### src/rtl/lightgun_port.sv
// lightgun_port: Genesis controller-port front end for an emulated light gun.
// Synchronises the gun sensors, runs the once-per-frame hit sequence
// (strobe the VDP HL latch, then hold TH low), and builds the pin levels
// returned to the CPU for Menacer or Justifier protocol.
// Optional build macro LIGHTGUN_PORT_DEBOUNCE_EN adds a per-button
// stability filter in front of the port data mux.
module lightgun_port #(
  parameter int HL_WIDTH = 4,
  parameter int TH_HOLD  = 1024,
  parameter int DEBOUNCE = 16
) (
  input  logic       CLK,
  input  logic       RESET_N,
  input  logic       JUSTIFIER,
  input  logic       SENSOR1,
  input  logic       SENSOR2,
  input  logic [3:0] BTN1,
  input  logic [3:0] BTN2,
  input  logic       VBLANK,
  input  logic [6:0] PORT_DOUT,
  input  logic [7:0] PORT_CTRL,
  output logic [6:0] PORT_DIN,
  output logic       HL,
  output logic       HIT
);

  typedef enum logic [2:0] {IDLE, ARMED, STROBE, HOLD, DONE} state_t;

  // Bit 0 = gun 1, bit 1 = gun 2.
  logic [1:0]  sens_meta_q, sens_sync_q, sens_prev_q;
  logic [1:0]  sens_rise;
  logic        vb_prev_q, vb_rise, vb_fall;
  logic        gun2_sel, sense_en, hit_cand;

  state_t      state_q, state_d;
  logic [15:0] cnt_q, cnt_d;
  logic        hl_en_q, hl_en_d;
  logic        abort_q, abort_d;
  logic        hit_q, hit_d;
  logic [6:0]  port_din_q, port_din_d;

  logic [7:0]  btn_lvl;  // {gun2 START,C,B,A, gun1 START,C,B,A}
  logic [3:0]  sel_btn;
  logic [6:0]  pin_lvl;

  // Two-flop synchronisers plus an edge-history flop; VBLANK is already synchronous.
  always_ff @(posedge CLK or negedge RESET_N) begin
    if (!RESET_N) begin
      sens_meta_q <= '0;
      sens_sync_q <= '0;
      sens_prev_q <= '0;
      vb_prev_q   <= 1'b0;
    end else begin
      sens_meta_q <= {SENSOR2, SENSOR1};
      sens_sync_q <= sens_meta_q;
      sens_prev_q <= sens_sync_q;
      vb_prev_q   <= VBLANK;
    end
  end

  // Gun selection, sensing enable and edge decode.
  always_comb begin
    gun2_sel  = JUSTIFIER & PORT_CTRL[5] & PORT_DOUT[5];
    sense_en  = ~(JUSTIFIER & PORT_CTRL[6] & PORT_DOUT[6]);
    sens_rise = sens_sync_q & ~sens_prev_q;
    hit_cand  = sense_en & (gun2_sel ? sens_rise[1] : sens_rise[0]);
    vb_rise   = VBLANK & ~vb_prev_q;
    vb_fall   = ~VBLANK & vb_prev_q;
  end

  // Frame sequencer: arm on VBLANK fall, accept one hit, strobe HL, hold TH.
  always_comb begin
    state_d = state_q;
    cnt_d   = cnt_q;
    hl_en_d = hl_en_q;
    abort_d = abort_q;
    hit_d   = 1'b0;
    unique case (state_q)
      IDLE: begin
        abort_d = 1'b0;
        if (vb_fall) state_d = ARMED;
      end
      ARMED: begin
        if (vb_rise) begin
          state_d = IDLE;
        end else if (hit_cand) begin
          state_d = STROBE;
          cnt_d   = 16'(HL_WIDTH - 1);
          hit_d   = 1'b1;
          hl_en_d = PORT_CTRL[7];
          abort_d = 1'b0;
        end
      end
      STROBE: begin
        // A frame end during the strobe lets the strobe finish, then skips HOLD.
        if (cnt_q == 16'd0) begin
          if (abort_q || vb_rise) begin
            state_d = IDLE;
          end else begin
            state_d = HOLD;
            cnt_d   = 16'(TH_HOLD - 1);
          end
        end else begin
          cnt_d   = cnt_q - 16'd1;
          abort_d = abort_q | vb_rise;
        end
      end
      HOLD: begin
        if (vb_rise)              state_d = IDLE;
        else if (cnt_q == 16'd0)  state_d = DONE;
        else                      cnt_d   = cnt_q - 16'd1;
      end
      DONE: begin
        if (vb_rise) state_d = IDLE;
      end
      default: state_d = IDLE;
    endcase
  end

  // Sequencer state register.
  always_ff @(posedge CLK or negedge RESET_N) begin
    if (!RESET_N) begin
      state_q <= IDLE;
      cnt_q   <= '0;
      hl_en_q <= 1'b0;
      abort_q <= 1'b0;
      hit_q   <= 1'b0;
    end else begin
      state_q <= state_d;
      cnt_q   <= cnt_d;
      hl_en_q <= hl_en_d;
      abort_q <= abort_d;
      hit_q   <= hit_d;
    end
  end

`ifdef LIGHTGUN_PORT_DEBOUNCE_EN
  logic [7:0]      btn_raw;
  logic [7:0]      deb_q, deb_d;
  logic [7:0][7:0] dcnt_q, dcnt_d;

  // Per-button filter: level follows the input only after DEBOUNCE steady cycles.
  always_comb begin
    btn_raw = {BTN2, BTN1};
    deb_d   = deb_q;
    dcnt_d  = '0;
    for (int i = 0; i < 8; i++) begin
      if (btn_raw[i] != deb_q[i]) begin
        if (dcnt_q[i] == 8'(DEBOUNCE - 1)) deb_d[i]  = btn_raw[i];
        else                               dcnt_d[i] = dcnt_q[i] + 8'd1;
      end
    end
  end

  // Debounce state register.
  always_ff @(posedge CLK or negedge RESET_N) begin
    if (!RESET_N) begin
      deb_q  <= '0;
      dcnt_q <= '0;
    end else begin
      deb_q  <= deb_d;
      dcnt_q <= dcnt_d;
    end
  end

  assign btn_lvl = deb_q;
`else
  assign btn_lvl = {BTN2, BTN1};
`endif

  // Pin levels: active-low buttons, gun-2 flag on D4, TH on D6, outputs read back.
  always_comb begin
    sel_btn    = gun2_sel ? btn_lvl[7:4] : btn_lvl[3:0];
    pin_lvl    = {(state_q != HOLD), 1'b1, (JUSTIFIER ? gun2_sel : 1'b1), ~sel_btn};
    port_din_d = (PORT_CTRL[6:0] & PORT_DOUT) | (~PORT_CTRL[6:0] & pin_lvl);
  end

  // Port data register.
  always_ff @(posedge CLK or negedge RESET_N) begin
    if (!RESET_N) port_din_q <= 7'h7F;
    else          port_din_q <= port_din_d;
  end

  assign PORT_DIN = port_din_q;
  assign HL       = hl_en_q & (state_q == STROBE);
  assign HIT      = hit_q;

endmodule

### config.mk
export PLATFORM = sky130hd
export DESIGN_NAME = lightgun_port
export DESIGN_NICKNAME = d
export VERILOG_FILES = /design/src/rtl/lightgun_port.sv
export SDC_FILE = /design/constraint.sdc
export NUM_CORES = 1
export LEC_CHECK = 0
export BUFFER_PORTS_ARGS = -buffer_cell sky130_fd_sc_hd__clkbuf_2
export CORE_MARGIN = 10
export CORE_UTILIZATION = 61
export CTS_BUF_LIST = sky130_fd_sc_hd__clkbuf_4 sky130_fd_sc_hd__clkbuf_8
export CTS_CLUSTER_DIAMETER = 120
export DETAILED_ROUTE_END_ITERATION = 12
export PLACE_DENSITY = 0.9
export SYNTH_ARGS = -nofsm -noshare
export SYNTH_HDL_FRONTEND = slang
export SYNTH_SLANG_ARGS = --single-unit
### constraint.sdc
create_clock -name CLK -period 7.7 [get_ports CLK]
set_input_delay 0 -clock CLK [delete_from_list [all_inputs] [get_ports CLK]]
set_output_delay 0 -clock CLK [all_outputs]
set_load 0.01 [all_outputs]
==> metrics.txt, run 1 <==
initial antenna violation count=0; gr ovfl total=0; die area=5860 um^2; DRC Markers=0; Final Power=slightly below 800 uW; fin area=about 2400 um^2; fin worst setup slack=approximately 5.0 ns; Final GP Congestion=between 0.9 and 1; Num CTS Buffers=5; run status=finished, final reports clean; R2R setup slack=5.00 ns; RR Endpoint=cnt_q[14]$_DFFE_PN0P_; Root Driver=clkbuf_4; Mapped Nets=between 200 and 250; leading register cell type out of synthesis=dfrtp_1; leakage=around 1.1 nW; share of cells above drive strength 1=25.4%; Largest delay share family, worst path=simple AND/OR/NAND/NOR gates; Tot GR Track Use=between 10% and 20%; Antenna diodes=0; fin. max-slew vios=0; DP Worst Slack=around 5.0 ns; area grow syn2layout=25.0%; chip width=approximately 77 um; fill cell total of the finished layout=just under 200; CTS sink cnt=36; yosys warns=0; Clock Tree Buf Depth=2; vias in the first global route=between 1500 and 2000; Initial Utilization=63.9%; Worst Skew=~0.0087 ns; Worst Setup Start Kind=flop; # IOs=38; Vias/cell=between 6 and 7; global-route wire length before repair=approximately 8500 um; Worst Path Buf+Inv=1; Reg area=just over 900 um^2; Max-slew headroom=40.9%; Hold Path Sink=HIT$_DFF_PN0_; CP required=between 7 and 8 ns; critical path type=reg -> reg; # port buffers=37; wirelength, routed=just over 5000 um; Min Clock Period, post-route=2.70 ns; count of flip-flops with a built-in enable after synthesis=0; area taken by multi-input logic gates=approximately 980 um^2; post-synthesis async set-or-reset flop share=100%; row count=20; Worst Tran Pin Value=approximately 0.89 ns; Distinct cells, synth=45; HPWL Detailed=between 3000 and 4000 um; post-DR wirelength/cell=about 17 um; crit-path cells=inv_1 > ha_1 > or3b_1 > or3_4 > or4_4 > or4_1 > a21oi_1; DRT Pass-1 Iters=4; Hold Crit Depth=4; Hold WC Path Type=in -> reg; PwrDens=between 300 and 400 nW/um^2; via count=1836; core area=3050 um^2; Worst Min Path Start=PORT_CTRL[6]; Levels on crit path=7; Max stage delay on crit path=0.52 ns; Max Freq=approximately 0.37 GHz; max_cap viols=0; Worst EP arrival=about 3.0 ns; largest net degree at the start of global routing=37; Clock Pin Slew Worst Setup and Hold Paths=0.11 ns; worst hold slack=0.214 ns; post-cts gate resize count=0; commonest non-fill, non-tap cells in the layout=clkbuf_2, dfrtp_1, dlygate4sd3_1; flops & latches, synth=36; Post-CTS Setup Bufs=0; H-tree Lvls=2; Final Hold Viols=0; cell count of the worst reg-to-reg path=7; syn_area_per_cell=between 9 and 10 um^2; final cycle utilization of the critical path=35.1%; die height=76.6 um; sequential area share after synthesis=a little under half; TritonCTS clock tree=yes; worst skew pair latency=0.35 ns; Slowest-stage cell, CP=or4_4; CP Capture Type=flop; NumNets Final=286; commonest non-fill, non-tap cell in the layout=clkbuf_2; dpl cell area=~2200 um^2; Syn Inst Count=just under 200; Max VDD drop=0.210 mV; setup TNS=0 ns; antenna viol nets, final=0; Critical Path Fanout Max=5; final setup fails=0; unrepaired setup endpoints after global routing=no; Syn Std Cell Area=1950 um^2; R2R Path Start=cnt_q[0]$_DFFE_PN0P_; 1st-iter DRT viols=200
## what timing repair did
| item | 4_1_cts | 5_1_grt |
|---|---|---|
| hold endpoints to repair | 40 | 0 |
| hold buffers | 19 | 0 |
| setup endpoints to repair | 0 | 0 |
## registers in the layout (all words and copies together), names as in the netlist
name         count
cnt_q           16
PORT_DIN         7
state_q          3
sens_meta_q      2
sens_prev_q      2
sens_sync_q      2
HIT              1
abort_q          1
hl_en_q          1
vb_prev_q        1
## synthesized netlist by cell type (2+ instances only)
cell type / number / area, um^2
nor4_1: 6 / 37.5
nor3b_1: 2 / 15.0
nor2_1: 10 / 37.5
a21oi_1: 14 / 70.1
nand2_1: 13 / 48.8
nand2b_1: 6 / 37.5
dfstp_2: 7 / 184
nand3_1: 8 / 40.0
nor3_1: 8 / 40.0
nand4b_1: 2 / 17.5
inv_1: 9 / 33.8
a31oi_1: 2 / 12.5
or4_1: 10 / 75.1
o22ai_1: 2 / 12.5
mux2_2: 7 / 78.8
o21ai_0: 5 / 25.0
ha_1: 2 / 25.0
dfrtp_1: 29 / 726
a2bb2oi_1: 5 / 43.8
or3_1: 5 / 31.3
nor2b_1: 5 / 31.3
mux2_1: 2 / 22.5
o2111ai_1: 5 / 43.8
clkbuf_1: 8 / 30.0
o31ai_1: 6 / 45.0
and2_1: 2 / 12.5
## area by class of cell
cell class,instances,share of cell area [%]
multi-input cells,146,40.1
repair buffers,57,15.7
well taps,44,2.26
clock inverters,2,1.44
clock buffers,6,1.85
flip-flops and latches,36,37.3
inverters,9,1.38
## metrics by stage
| stage | util [%] | std cells |
|---|---|---|
| floorplan | - | 199 |
| global placement | 71.1 | 273 |
| detailed placement | 71.1 | 273 |
| CTS | 79.9 | 300 |
| global route | 79.9 | 300 |
| finish | 79.9 | 300 |
## worst min-delay path, stage by stage
cell	delay, ns
clkbuf_2	0.10
nand3_1	0.12
o211a_1	0.14
nor4b_1	0.16
## where the power goes
part           switching [mW]  total (mW)  internal, mW
combinational           0.194       0.344         0.150
clock                  0.0650       0.137        0.0715
sequential             0.0545       0.291         0.236
total                   0.314       0.771         0.457
## routing by layer
layer	track usage, %	vias up	wire length (um)
li1	-	877	-
met3	5.42	12	359
met1	19.5	866	2010
met5	0	-	0
met4	6.69	0	107
met2	30.9	81	2600
## cells by family (layout without fill, tap and decap cells)
family / Yosys count / count (layout) / share of synthesized area, %
mux: 10 / 10 / 5.71
buf+inv: 17 / 74 / 3.27
compound gates: 49 / 49 / 17.6
simple gates: 85 / 85 / 25.6
fa+ha+maj: 2 / 2 / 1.28
flops: 36 / 36 / 46.6
## how the worst max path moves through the flow
stage	from	to	slack, ns
2_1_floorplan	cnt_q[0]$_DFFE_PN0P_	cnt_q[14]$_DFFE_PN0P_	5.19
4_1_cts	cnt_q[0]$_DFFE_PN0P_	cnt_q[14]$_DFFE_PN0P_	5.02
6_report	cnt_q[0]$_DFFE_PN0P_	cnt_q[14]$_DFFE_PN0P_	5.00
3_5_place_dp	cnt_q[0]$_DFFE_PN0P_	cnt_q[14]$_DFFE_PN0P_	5.05
3_3_place_gp	cnt_q[0]$_DFFE_PN0P_	cnt_q[14]$_DFFE_PN0P_	5.15
5_1_grt	cnt_q[0]$_DFFE_PN0P_	cnt_q[14]$_DFFE_PN0P_	4.91
Note: power is estimated with default switching activity, not from simulation.
==> run 2, diff against run 1 <==
--- a/config.mk
+++ b/config.mk
@@ -7,11 +7,11 @@
 export LEC_CHECK = 0
 export BUFFER_PORTS_ARGS = -buffer_cell sky130_fd_sc_hd__clkbuf_2
 export CORE_MARGIN = 10
-export CORE_UTILIZATION = 61
+export CORE_UTILIZATION = 57
 export CTS_BUF_LIST = sky130_fd_sc_hd__clkbuf_4 sky130_fd_sc_hd__clkbuf_8
 export CTS_CLUSTER_DIAMETER = 120
 export DETAILED_ROUTE_END_ITERATION = 12
-export PLACE_DENSITY = 0.9
+export PLACE_DENSITY = 0.85
 export SYNTH_ARGS = -nofsm -noshare
 export SYNTH_HDL_FRONTEND = slang
 export SYNTH_SLANG_ARGS = --single-unit
==> constraint.sdc (replaced) <==
create_clock -name CLK -period 2.6 [get_ports CLK]
set_input_delay 0 -clock CLK [delete_from_list [all_inputs] [get_ports CLK]]
set_output_delay 0 -clock CLK [all_outputs]
set_load 0.01 [all_outputs]
==> run 2 against run 1 <==
Worst hold slack got worse by 0.049 ns. Die area grew 5.2%. Core utilization fell by 5.0 points. Worst setup slack worse by 4.9 ns. Sequential cell count did not move. Clock power is 130% higher. Via count fell by 0.49%. Register-to-register slack lost 4.9 ns. Cell count grew 2.3%. Global-route usage decreased by 0.32 points. Sequential share of layout area fell by 0.60 points. Largest cell class unchanged. Largest power group unchanged.
==> metrics.txt, run 2 (synthesized netlist as in run 1, its figures left out) <==
1st-iter DRT viols=182 (-9.0%); Worst Skew=0.00439 ns (-0.00428 ns); Max Freq=0.397 GHz (+7.5%); share of cells above drive strength 1=29.5% (+4.1 points); die area=6160 um^2 (+5.2%); Finished Layout Cells=307 (+2.3%); CTS sink cnt=36 (unchanged); Initial Utilization=59.0% (-5.0 points); Max VDD drop=0.677 mV (+220%); initial antenna violation count=0 (unchanged); Final GP Congestion=0.868 (-9.7%); CP required=2.90 ns (-5.09 ns); commonest non-fill, non-tap cell in the layout=clkbuf_2; Final Power=2.25 mW (+190%); antenna viol nets, final=0 (unchanged); final cycle utilization of the critical path=96.8% (+62 points); vias in the first global route=1922 (+7.6%); commonest non-fill, non-tap cells in the layout=clkbuf_2, dfrtp_1, dlygate4sd3_1; wirelength, routed=5040 um (-0.73%); Critical Path Fanout Max=3 (-2); via count=1827 (-0.49%); Worst Setup Start Kind=flop; final setup fails=0 (unchanged); worst hold slack=0.165 ns (-0.0490 ns); fin worst setup slack=0.0832 ns (-4.91 ns); setup TNS=0 ns (unchanged); critical path type=reg -> reg; Placed Cells=280 (+2.6%); # IOs=38 (unchanged); Worst EP arrival=2.82 ns (-0.17 ns); max FFs per register=16 (unchanged); Tot GR Track Use=17.3% (-0.32 points); Final Hold Viols=0 (unchanged); # port buffers=37 (unchanged); H-tree Lvls=2 (unchanged); largest net degree at the start of global routing=37 (unchanged); die height=78.5 um (+2.5%); Worst Tran Pin Value=0.857 ns (-0.0306 ns); global-route wire length before repair=8830 um (+3.6%); CP Capture Type=flop; HPWL Detailed=3370 um (-0.10%); post-DR wirelength/cell=16.4 um (-3.0%); leakage=1.08 nW (+0.68%); run status=finished, final reports clean; NumNets Final=291 (+1.7%); Antenna diodes=0 (unchanged); unrepaired setup endpoints after global routing=no; Min Clock Period, post-route=2.52 ns (-0.188 ns); fill cell total of the finished layout=241 (+22%); fin util=74.9% (-5.0 points); Vias/cell=5.95 (-2.8%); DP Worst Slack=0.0388 ns (-5.01 ns); max_cap viols=0 (unchanged); core area=3310 um^2 (+8.4%); dpl cell area=2210 um^2 (+1.8%); Root Driver=clkbuf_4; row count=21 (+5.0%); worst skew pair latency=0.36 ns (about the same); gr ovfl total=0 (unchanged); TritonCTS clock tree=yes; DRC Markers=0 (unchanged); fin area=2480 um^2 (+1.6%); Num CTS Buffers=5 (unchanged); DRT Pass-1 Iters=4 (unchanged); PwrDens=907 nW/um^2 (+190%); Max-slew headroom=42.9% (+2.0 points); Hold WC Path Type=in -> reg; fin. max-slew vios=0 (unchanged); Clock Tree Buf Depth=2 (unchanged); Clock Pin Slew Worst Setup and Hold Paths=0.11 ns (about the same); area grow syn2layout=27.1%; chip width=78.5 um (+2.5%); most flop-heavy register=cnt_q; Post-CTS Setup Bufs=0 (unchanged)
-- run 2: metal layers --
layer	GRT usage (%)	vias to the layer above	share of wire [%]
met3	3.87	12	4.9
met2	29.5	55	52
met4	9.32	0	2.3
met1	19.7	876	41
li1	-	884	-
met5	0	-	0
-- run 2: power breakdown --
| part | internal [mW] | switching (mW) | total [mW] |
|---|---|---|---|
| sequential | 0.700 | 0.138 | 0.838 |
| combinational | 0.487 | 0.610 | 1.10 |
| clock | 0.106 | 0.208 | 0.314 |
| total | 1.29 | 0.956 | 2.25 |
-- run 2: cell type report --
cell class / instances / area [um^2] / area share, %
clock buffers: 5 / 37.5 / 1.51
well taps: 46 / 57.6 / 2.32
multi-input cells: 146 / 997 / 40.2
inverters: 9 / 33.8 / 1.36
repair buffers: 62 / 420 / 17.0
clock inverters: 3 / 23.8 / 0.959
flip-flops and latches: 36 / 910 / 36.7
-- run 2: final timing paths --
kind | from | end | slack, ns | cells past startpoint
setup / recovery | cnt_q[0]$_DFFE_PN0P_ | cnt_q[14]$_DFFE_PN0P_ | 0.08 | 7
hold / removal | JUSTIFIER | HIT$_DFF_PN0_ | 0.16 | 4
setup reg to reg | cnt_q[0]$_DFFE_PN0P_ | cnt_q[14]$_DFFE_PN0P_ | 0.08 | 7
hold reg to reg | sens_meta_q[0]$_DFF_PN0_ | sens_sync_q[0]$_DFF_PN0_ | 0.37 | 0
max in group asynchronous | RESET_N | cnt_q[3]$_DFFE_PN0P_ | 1.80 | 2
min in group asynchronous | RESET_N | cnt_q[8]$_DFFE_PN0P_ | 0.26 | 2
-- run 2: worst max-delay path, stage by stage (launching register included) --
cell and delay, ns:
dfrtp_1 0.43, inv_2 0.09, ha_2 0.17, or3b_4 0.39, or3_4 0.35, or4_4 0.48
or4_4 0.43, a21oi_2 0.12
-- run 2: repair_timing --
action | 4_1_cts | 5_1_grt
hold endpoints to repair | 40 | 0
endpoints found under the setup margin | 0 | 7
hold buffers | 19 | 0
gates resized for setup | 0 | 7
